[src/rtl/bus_init_sequencer_if.sv]
// Handshake bundle between the hub init controller, the power/trim logic and
// the bus init sequencer.
interface bus_init_sequencer_if;
    logic        start_init;
    logic [4:0]  n_buses;
    logic        osc_auto_trim;
    logic        trim_done;
    logic        abort;
    logic        power_bus_en;
    logic [4:0]  power_bus_cnt;
    logic        start_trim_ack;
    logic        end_trim_bus;
    logic        end_power_init;
    logic        busy;
    logic [15:0] fail_mask;

    modport master (
        output start_init, n_buses, osc_auto_trim, trim_done, abort,
        input  power_bus_en, power_bus_cnt, start_trim_ack, end_trim_bus,
               end_power_init, busy, fail_mask
    );

    modport slave (
        input  start_init, n_buses, osc_auto_trim, trim_done, abort,
        output power_bus_en, power_bus_cnt, start_trim_ack, end_trim_bus,
               end_power_init, busy, fail_mask
    );
endinterface

[src/rtl/bus_init_sequencer.sv]
// Walks the CAN buses after reset: power pulse, settle wait, optional oscillator
// trim with timeout, then reports completion and the per-bus trim failures.
module bus_init_sequencer #(
    parameter int SETTLE_CYC   = 16,
    parameter int TRIM_TIMEOUT = 1024
) (
    input  logic                 clk,
    input  logic                 rst,
    bus_init_sequencer_if.slave  bus
);

    localparam int SW = (SETTLE_CYC > 1) ? $clog2(SETTLE_CYC) : 1;
    localparam int TW = (TRIM_TIMEOUT > 1) ? $clog2(TRIM_TIMEOUT) : 1;
    localparam logic [SW-1:0] SETTLE_LAST  = SW'(SETTLE_CYC - 1);
    localparam logic [TW-1:0] TIMEOUT_LAST = TW'(TRIM_TIMEOUT - 1);

    typedef enum logic [2:0] {
        IDLE, POWER, SETTLE, TRIM_REQ, TRIM_WAIT, NEXT, DONE
    } state_t;

    state_t         state_q, state_d;
    logic [3:0]     cnt_q, cnt_d;
    logic [3:0]     last_q, last_d;
    logic           trim_en_q, trim_en_d;
    logic [SW-1:0]  settle_q, settle_d;
    logic [TW-1:0]  timeout_q, timeout_d;
    logic [15:0]    fail_mask_q, fail_mask_d;

    always_ff @(posedge clk or posedge rst) begin
        if (rst) begin
            state_q     <= IDLE;
            cnt_q       <= '0;
            last_q      <= '0;
            trim_en_q   <= 1'b0;
            settle_q    <= '0;
            timeout_q   <= '0;
            fail_mask_q <= '0;
        end else begin
            state_q     <= state_d;
            cnt_q       <= cnt_d;
            last_q      <= last_d;
            trim_en_q   <= trim_en_d;
            settle_q    <= settle_d;
            timeout_q   <= timeout_d;
            fail_mask_q <= fail_mask_d;
        end
    end

    // Abort overrides every transition but leaves the bus index and fail mask untouched.
    always_comb begin
        state_d     = state_q;
        cnt_d       = cnt_q;
        last_d      = last_q;
        trim_en_d   = trim_en_q;
        settle_d    = settle_q;
        timeout_d   = timeout_q;
        fail_mask_d = fail_mask_q;

        if (bus.abort) begin
            state_d = IDLE;
        end else begin
            case (state_q)
                IDLE: begin
                    if (bus.start_init) begin
                        last_d      = (bus.n_buses > 5'd15) ? 4'd15 : bus.n_buses[3:0];
                        trim_en_d   = bus.osc_auto_trim;
                        cnt_d       = '0;
                        fail_mask_d = '0;
                        state_d     = POWER;
                    end
                end
                POWER: begin
                    settle_d = '0;
                    state_d  = SETTLE;
                end
                SETTLE: begin
                    if (settle_q == SETTLE_LAST) begin
                        state_d = trim_en_q ? TRIM_REQ : NEXT;
                    end else begin
                        settle_d = settle_q + 1'b1;
                    end
                end
                TRIM_REQ: begin
                    timeout_d = '0;
                    state_d   = TRIM_WAIT;
                end
                TRIM_WAIT: begin
                    if (bus.trim_done) begin
                        state_d = NEXT;
                    end else if (timeout_q == TIMEOUT_LAST) begin
                        fail_mask_d = fail_mask_q | (16'd1 << cnt_q);
                        state_d     = NEXT;
                    end else begin
                        timeout_d = timeout_q + 1'b1;
                    end
                end
                NEXT: begin
                    if (cnt_q == last_q) begin
                        state_d = DONE;
                    end else begin
                        cnt_d   = cnt_q + 1'b1;
                        state_d = POWER;
                    end
                end
                DONE: begin
                    state_d = IDLE;
                end
                default: begin
                    state_d = IDLE;
                end
            endcase
        end
    end

    // NEXT is only ever reached through TRIM_WAIT while trimming is enabled.
    assign bus.power_bus_en   = (state_q == POWER);
    assign bus.power_bus_cnt  = {1'b0, cnt_q};
    assign bus.start_trim_ack = (state_q == TRIM_REQ);
    assign bus.end_trim_bus   = (state_q == NEXT) && trim_en_q;
    assign bus.end_power_init = (state_q == DONE);
    assign bus.busy           = (state_q != IDLE);
    assign bus.fail_mask      = fail_mask_q;

endmodule

[src/flat_wrapper.sv]
// flat-port wrapper written by rule: the top's interface ports become plain ports
module bus_init_sequencer_flat 
#(
    parameter int SETTLE_CYC   = 16,
    parameter int TRIM_TIMEOUT = 1024
)
  (clk, rst, bus_start_init, bus_n_buses, bus_osc_auto_trim, bus_trim_done, bus_abort, bus_power_bus_en, bus_power_bus_cnt, bus_start_trim_ack, bus_end_trim_bus, bus_end_power_init, bus_busy, bus_fail_mask);
  bus_init_sequencer_if bus_i ();
  input  logic clk;
  input  logic rst;
  input wire logic [$bits(bus_i.start_init)-1:0] bus_start_init;
  input wire logic [$bits(bus_i.n_buses)-1:0] bus_n_buses;
  input wire logic [$bits(bus_i.osc_auto_trim)-1:0] bus_osc_auto_trim;
  input wire logic [$bits(bus_i.trim_done)-1:0] bus_trim_done;
  input wire logic [$bits(bus_i.abort)-1:0] bus_abort;
  output wire logic [$bits(bus_i.power_bus_en)-1:0] bus_power_bus_en;
  output wire logic [$bits(bus_i.power_bus_cnt)-1:0] bus_power_bus_cnt;
  output wire logic [$bits(bus_i.start_trim_ack)-1:0] bus_start_trim_ack;
  output wire logic [$bits(bus_i.end_trim_bus)-1:0] bus_end_trim_bus;
  output wire logic [$bits(bus_i.end_power_init)-1:0] bus_end_power_init;
  output wire logic [$bits(bus_i.busy)-1:0] bus_busy;
  output wire logic [$bits(bus_i.fail_mask)-1:0] bus_fail_mask;
  assign bus_i.start_init = bus_start_init;
  assign bus_i.n_buses = bus_n_buses;
  assign bus_i.osc_auto_trim = bus_osc_auto_trim;
  assign bus_i.trim_done = bus_trim_done;
  assign bus_i.abort = bus_abort;
  assign bus_power_bus_en = bus_i.power_bus_en;
  assign bus_power_bus_cnt = bus_i.power_bus_cnt;
  assign bus_start_trim_ack = bus_i.start_trim_ack;
  assign bus_end_trim_bus = bus_i.end_trim_bus;
  assign bus_end_power_init = bus_i.end_power_init;
  assign bus_busy = bus_i.busy;
  assign bus_fail_mask = bus_i.fail_mask;
  bus_init_sequencer #(.SETTLE_CYC(SETTLE_CYC), .TRIM_TIMEOUT(TRIM_TIMEOUT)) u_core (.clk(clk), .rst(rst), .bus(bus_i));
endmodule
[config.mk]
export PLATFORM = sky130hd
export DESIGN_NAME = bus_init_sequencer_flat
export DESIGN_NICKNAME = d
export VERILOG_FILES = /design/src/rtl/bus_init_sequencer_if.sv /design/src/rtl/bus_init_sequencer.sv /design/src/flat_wrapper.sv
export SDC_FILE = /design/constraint.sdc
export NUM_CORES = 1
export LEC_CHECK = 0
export BUFFER_PORTS_ARGS = -buffer_cell sky130_fd_sc_hd__buf_2
export CAP_MARGIN = 25
export CORE_MARGIN = 10
export CORE_UTILIZATION = 55
export CTS_BUF_LIST = sky130_fd_sc_hd__clkbuf_2 sky130_fd_sc_hd__clkbuf_4 sky130_fd_sc_hd__clkbuf_8
export DETAILED_ROUTE_END_ITERATION = 6
export PLACE_DENSITY = 0.8
export SLEW_MARGIN = 20
export SYNTH_ARGS = -nofsm -noshare
export SYNTH_HDL_FRONTEND = slang
export SYNTH_SLANG_ARGS = --single-unit
[constraint.sdc]
create_clock -name clk -period 2.6 [get_ports clk]
set_input_delay 0.26 -clock clk [delete_from_list [all_inputs] [get_ports clk]]
set_output_delay 0.26 -clock clk [all_outputs]
set_load 0.01 [all_outputs]
Word level (Yosys, flattened, before mapping)
Index checks and enable logic that the tools add are counted.
Widths: inputs -> output; s select.
Word-level totals
  output and inout bits: 26
  bits of input ports: 11
  logic and storage cells: 66
  bits in registers: 42
Operators by class
  reduce and logical (&&, ||, !) cells: 13
  order comparisons: 1
  muxes and demuxes: 21
  add/sub/neg operators: 3
  equal/unequal tests: 18
  bitwise operators: 2
  shift operators: 1
Operators by type and width (number)
  $mux 16: 3
  $pmux 16 s2: 1
  $mux 3: 7
  $mux 10: 2
  $pmux 10 s2: 1
  $pmux 3 s6: 1
  $mux 4: 4
  $or 16x16->16: 1
  $pmux 4 s2: 2
  $shl 1x4->16 const A: 1
  $add 10x1->10 const B: 1
  $eq 10x10->1 const B: 1
  $ne 2x2->1 const B: 5
  $eq 3x3->1 const B: 3
  $reduce_and 3->1: 3
  $add 4x1->4 const B: 2
  $reduce_and 4->1: 2
  $reduce_bool 2->1: 4
  $eq 3x2->1 const B: 2
  $gt 5x4->1 const B: 1
  $reduce_and 5->1: 1
  $eq 4x4->1: 1
  $eq 4x4->1 const B: 1
  $ne 4x3->1 const B: 1
  8 further kinds: 8

Depth between registers and ports, before layout
  depth in word-level cells: 5
  mapped depth: 6
  gate-level depth less buffers: 5

Least setup slack after synthesis
Ideal clock, no wire load.
  path kind: register to register
  from: register u_core.state_q[0]
  to: register u_core.fail_mask_q[0], in the netlist u_core.bus.fail_mask[0]
  arrival time: 1.824 ns
  data required time: 2.460 ns
  stages on the path, launching flop included: 7
  period minus slack after synthesis: 1.964 ns
  path buffers: 2
  slack: 0.636 ns
  library setup time: 0.140 ns
  cell sequence: dfrtp_1 or4b_2 or2_2 clkbuf_1 buf_2 nand3_1 o21ai_0
Between the ends
  word-level cells in the longest chain between the ends: 3
  elaborated cells on any way between the ends: 8
  those cells by class: eq/ne (4); mux (1); reduce/logical (3)
RTL lines
  start, declared: RTL line bus_init_sequencer.sv:21  | state_t state_q, state_d;
  start signal, assigned: RTL line bus_init_sequencer.sv:39  | state_q <= state_d;
  $eq 3x3->1 / $logic_not 3->1 (equally long branches): RTL line bus_init_sequencer.sv:62  | case (state_q)
  $ne 2x1->1 (no line) (tied with other cells)
  $reduce_and 5->1 (no line)
  end signal, assigned: RTL line bus_init_sequencer.sv:45  | fail_mask_q <= fail_mask_d;
  end, declared: RTL line bus_init_sequencer.sv:27  | logic [15:0] fail_mask_q, fail_mask_d;
Several ways; a longest one is shown, not always the timed one.
A chain may end at the register's enable or synchronous reset.

Final worst setup path
  from: register u_core.state_q[0]
  to: register u_core.trim_en_q
Between the ends
  word-level cells in the longest chain between the ends: 2
RTL lines
  $logic_not 3->1: RTL line bus_init_sequencer.sv:62
  $reduce_and 3->1 (no line)
  end signal, assigned: RTL line bus_init_sequencer.sv:42  | trim_en_q <= trim_en_d;
  end, declared: RTL line bus_init_sequencer.sv:24  | logic trim_en_q, trim_en_d;
No other way between the ends.

==> metrics.md <==
| Metric | Value |
|---|---|
| Status | completed |
| Worst flop-to-flop path startpoint | u_core.state_q[0]$_DFFE_PP0P_ |
| Area delta synth->final | 14.11% |
| Fin crit period | 2.269 ns |
| Slowest stage delay, CP | 0.77 ns |
| DP Area | 2407 µm² |
| Antenna viol nets, final | 0 |
| Core footprint | 3771 µm² |
| Syn Nets | 257 |
| Slew @ Worst Pin | 0.7493 ns |
| Clock Tree Root | clkbuf_8 |
| Area contributors post-synth | dfrtp_1 (48%), nand2_1 (5.8%), o21ai_0 (5.4%) |
| Total number of H-tree levels | 2 |
| Slew headroom | 49.42% |
| Final setup fails | 0 |
| Finished Cell Area | 2520 µm² |
| Worst Setup SP | u_core.state_q[0]$_DFFE_PP0P_ |
| Netlist Area Pre-Place | 2208 µm² |
| Max Cap Violations | 0 |
| Vias per cell | 5.793 |
| Post-CTS sizing | 0 |
| Logic pwr share | 28.0% |
| Std-Cell Rows | 22 |
| Synth Area per Inst | 9.279 µm² |
| DRC | 0 |
| Top-count cell post-synth | dfrtp_1 |
| Synth top area share | 47.59% |
| Multi-input gate area in the final layout | 1065 µm² |
| Synth cell count leaders | dfrtp_1 (42), nand2_1 (34), o21ai_0 (24), nor2_1 (12), nand3_1 (11) |
| Pint | 1.314 mW |
| Die H | 83.37 µm |
| Dominant synthesized flop cell | dfrtp_1 |
| Clock transition at path regs | 0.09 ns |
| I/O Buffers | 35 |
| CP Class | reg -> reg |
| Crit Path Max Fanout | 34 |
| Ordered list of cells on the worst path | or4b_2 -> or2_2 -> mux2_2 |
| Reg area | 1051 µm² |
| Clock power frac | 25.7% |
| Avg WL per Cell | 15.55 µm |
| Vias in the first global route | 1846 |
| Largest net degree at the start of global routing | 43 |
| Cell taking the most area after synthesis | dfrtp_1 |
| Setup TNS Final | 0 ns |
| CP max-delay cell | or4b_2 |
| Startpoint type of the worst setup path | flop |
| Worst VDD drop | 0.5608 mV |
| Final Max Slew Viols | 0 |
| Reg-to-Reg End | u_core.trim_en_q$_DFFE_PP0P_ |
| Clock Path Buffers | 2 |
| Kind of cell adding the most delay to the critical path | simple AND/OR/NAND/NOR gates |
| Antenna diodes | 0 |
| Psw | 0.7202 mW |
| Sw Share | 35.41% |
| Final wirelength | 4960 µm |
| Flops & latches, synth | 42 |
| Fin crit share | 87.28% |
| Reg2Reg Depth | 3 |
| Reg-to-reg slack, setup | 0.33 ns |
| Post-synth EDFFs | 0 |
| Placed wire-length estimate | 3569 µm |
| Ys Warns | 0 |
| Pre-antenna DRT Iters | 4 |
| Initial antenna violation count | 0 |
| Post-synthesis cell count | 238 |
| Worst EP arrival | 2.46 ns |
| CP bufs+invs | 0 |
| LEAKAGE | 1.191 nW |
| Layout cells sized above 1 | 19.56% |
| CTS Buf Count | 5 |
| Critical path depth in cells | 3 |
| Seq/Total Area, Yosys | 47.59% |
| Starting DRT DRC Count | 150 |
| Total track usage | 14.31% |
| Placer congestion estimate | 0.8596 |
| Grt ovf | 0 |
| Clock sinks | 42 |
| I/O pin count | 37 |
| Netlist cell types | 47 |
| Fin nets | 289 |
| Async SR Flop Fraction | 100.0% |
| First-pass GRT wire length | 8673 µm |
| Vias | 1848 |
| Initial core utilization | 58.56% |
| Die width | 83.37 µm |
| Hold Violations, Final | 0 |
| Maximum clock rate | 0.4407 GHz |
| Hold crit path type | in -> async |
| Setup Fix Bufs, Post-CTS | 0 |
| Fillers | 295 |
| Sequential Power Share | 46.3% |
| Unrepaired setup endpoints after global routing | no |
| Setup Skew | 0.01295 ns |
| Hold buffers post-CTS | 0 |
| Req. time, crit path | 2.79 ns |
| Critical path endpoint | u_core.trim_en_q$_DFFE_PP0P_ |
| Die area | 6950 µm² |
| CTS tree | built |
| Crit. End Element | flop |
| Pwr Density | 807.3 nW/µm² |
| Worst-Skew Late Latency | 0.30 ns |
layer usage:
layer | routed length, µm | part of all wire (%) | vias to the layer above | global-route usage [%]
met1 | 2288 | 46 | 893 | 17.35
met3 | 200 | 4.0 | 8 | 4.297
li1 | - | - | 913 | -
met2 | 2399 | 48 | 34 | 23.74
met5 | 0 | 0 | - | 0
met4 | 71 | 1.4 | 0 | 4.154
worst min-delay path by stage:
stage | slack (ns) | endpoint | depth (start not counted)
2_1_floorplan | 0.41 | u_core.trim_en_q$_DFFE_PP0P_ | 1
3_5_place_dp | 0.42 | u_core.bus.fail_mask[6]$_DFFE_PP0P_ | 3
6_report | 0.07 | u_core.bus.fail_mask[14]$_DFFE_PP0P_ | 3
3_3_place_gp | 0.42 | u_core.timeout_q[2]$_DFFE_PP0P_ | 3
5_1_grt | 0.14 | u_core.bus.fail_mask[6]$_DFFE_PP0P_ | 3
4_1_cts | 0.09 | u_core.bus.fail_mask[6]$_DFFE_PP0P_ | 3
worst min-delay path: stages:
cell and delay [ns]:
buf_2 0.09, inv_1 0.04, buf_4 0.43
cell usage in the layout (no fill, tap or decap), drive strengths merged, types with 3 or more instances in the layout:
cell,count
nand4,3
ha,8
a2bb2oi,4
xor2,4
a21oi,7
o31ai,4
a21boi,3
nand3,11
dfrtp,42
inv,10
nor2b,4
nand2,34
buf,38
or3,3
mux2i,3
o21ai,27
a31oi,4
o211ai,4
nor2,12
nor3,8
clkbuf,5
cell families after synthesis:
group / Yosys count / synth area share [%]
multiplexers: 4 / 1.870
AND/OR/NAND/NOR: 92 / 20.96
buffers and inverters: 22 / 4.193
adder cells (fa/ha/maj): 8 / 4.533
XOR/XNOR: 4 / 1.586
other: 1 / 0.1698
flip-flops: 42 / 47.59
AO/OA/AOI/OAI: 65 / 19.09
metrics by stage:
| stage | util, % | instances | power [mW] | setup WS [ns] | hold slack [ns] |
|---|---|---|---|---|---|
| 2_1_floorplan | - | 238 | 1.324 | 0.6355 | 0.4106 |
| 3_3_place_gp | 63.84 | 311 | 1.492 | 0.3981 | 0.4178 |
| 3_5_place_dp | 63.84 | 311 | 1.524 | 0.3568 | 0.4217 |
| 4_1_cts | 66.82 | 319 | 2.047 | 0.3392 | 0.09257 |
| 5_1_grt | 66.82 | 319 | 2.178 | 0.2039 | 0.1363 |
| 6_report | 66.82 | 319 | 2.034 | 0.3307 | 0.06871 |
flip-flops by register name (all words and copies together) (netlist names):
| signal | cells |
|---|---|
| u_core.last_q | 4 |
| u_core.bus.fail_mask | 16 |
| u_core.timeout_q | 10 |
| u_core.cnt_q | 4 |
| u_core.state_q | 3 |
| u_core.settle_q | 4 |
| u_core.trim_en_q | 1 |
power groups by stage:
stage	registers (mW)	clock network (mW)	logic, mW
after floorplan	0.934	0	0.390
after global placement	0.944	0	0.548
after detailed placement	0.952	0	0.572
after CTS	0.940	0.532	0.575
after global routing	0.968	0.562	0.649
final	0.942	0.523	0.569
final cells by class:
| type | instances | share of cell area (%) |
|---|---|---|
| inverter | 9 | 1.341 |
| sequential | 42 | 41.71 |
| multi-input combinational | 174 | 42.25 |
| clock buffer | 5 | 2.731 |
| tap | 48 | 2.383 |
| timing repair buffer | 38 | 7.845 |
| clock inverter | 3 | 1.738 |
(Power assumes the default switching activity.)
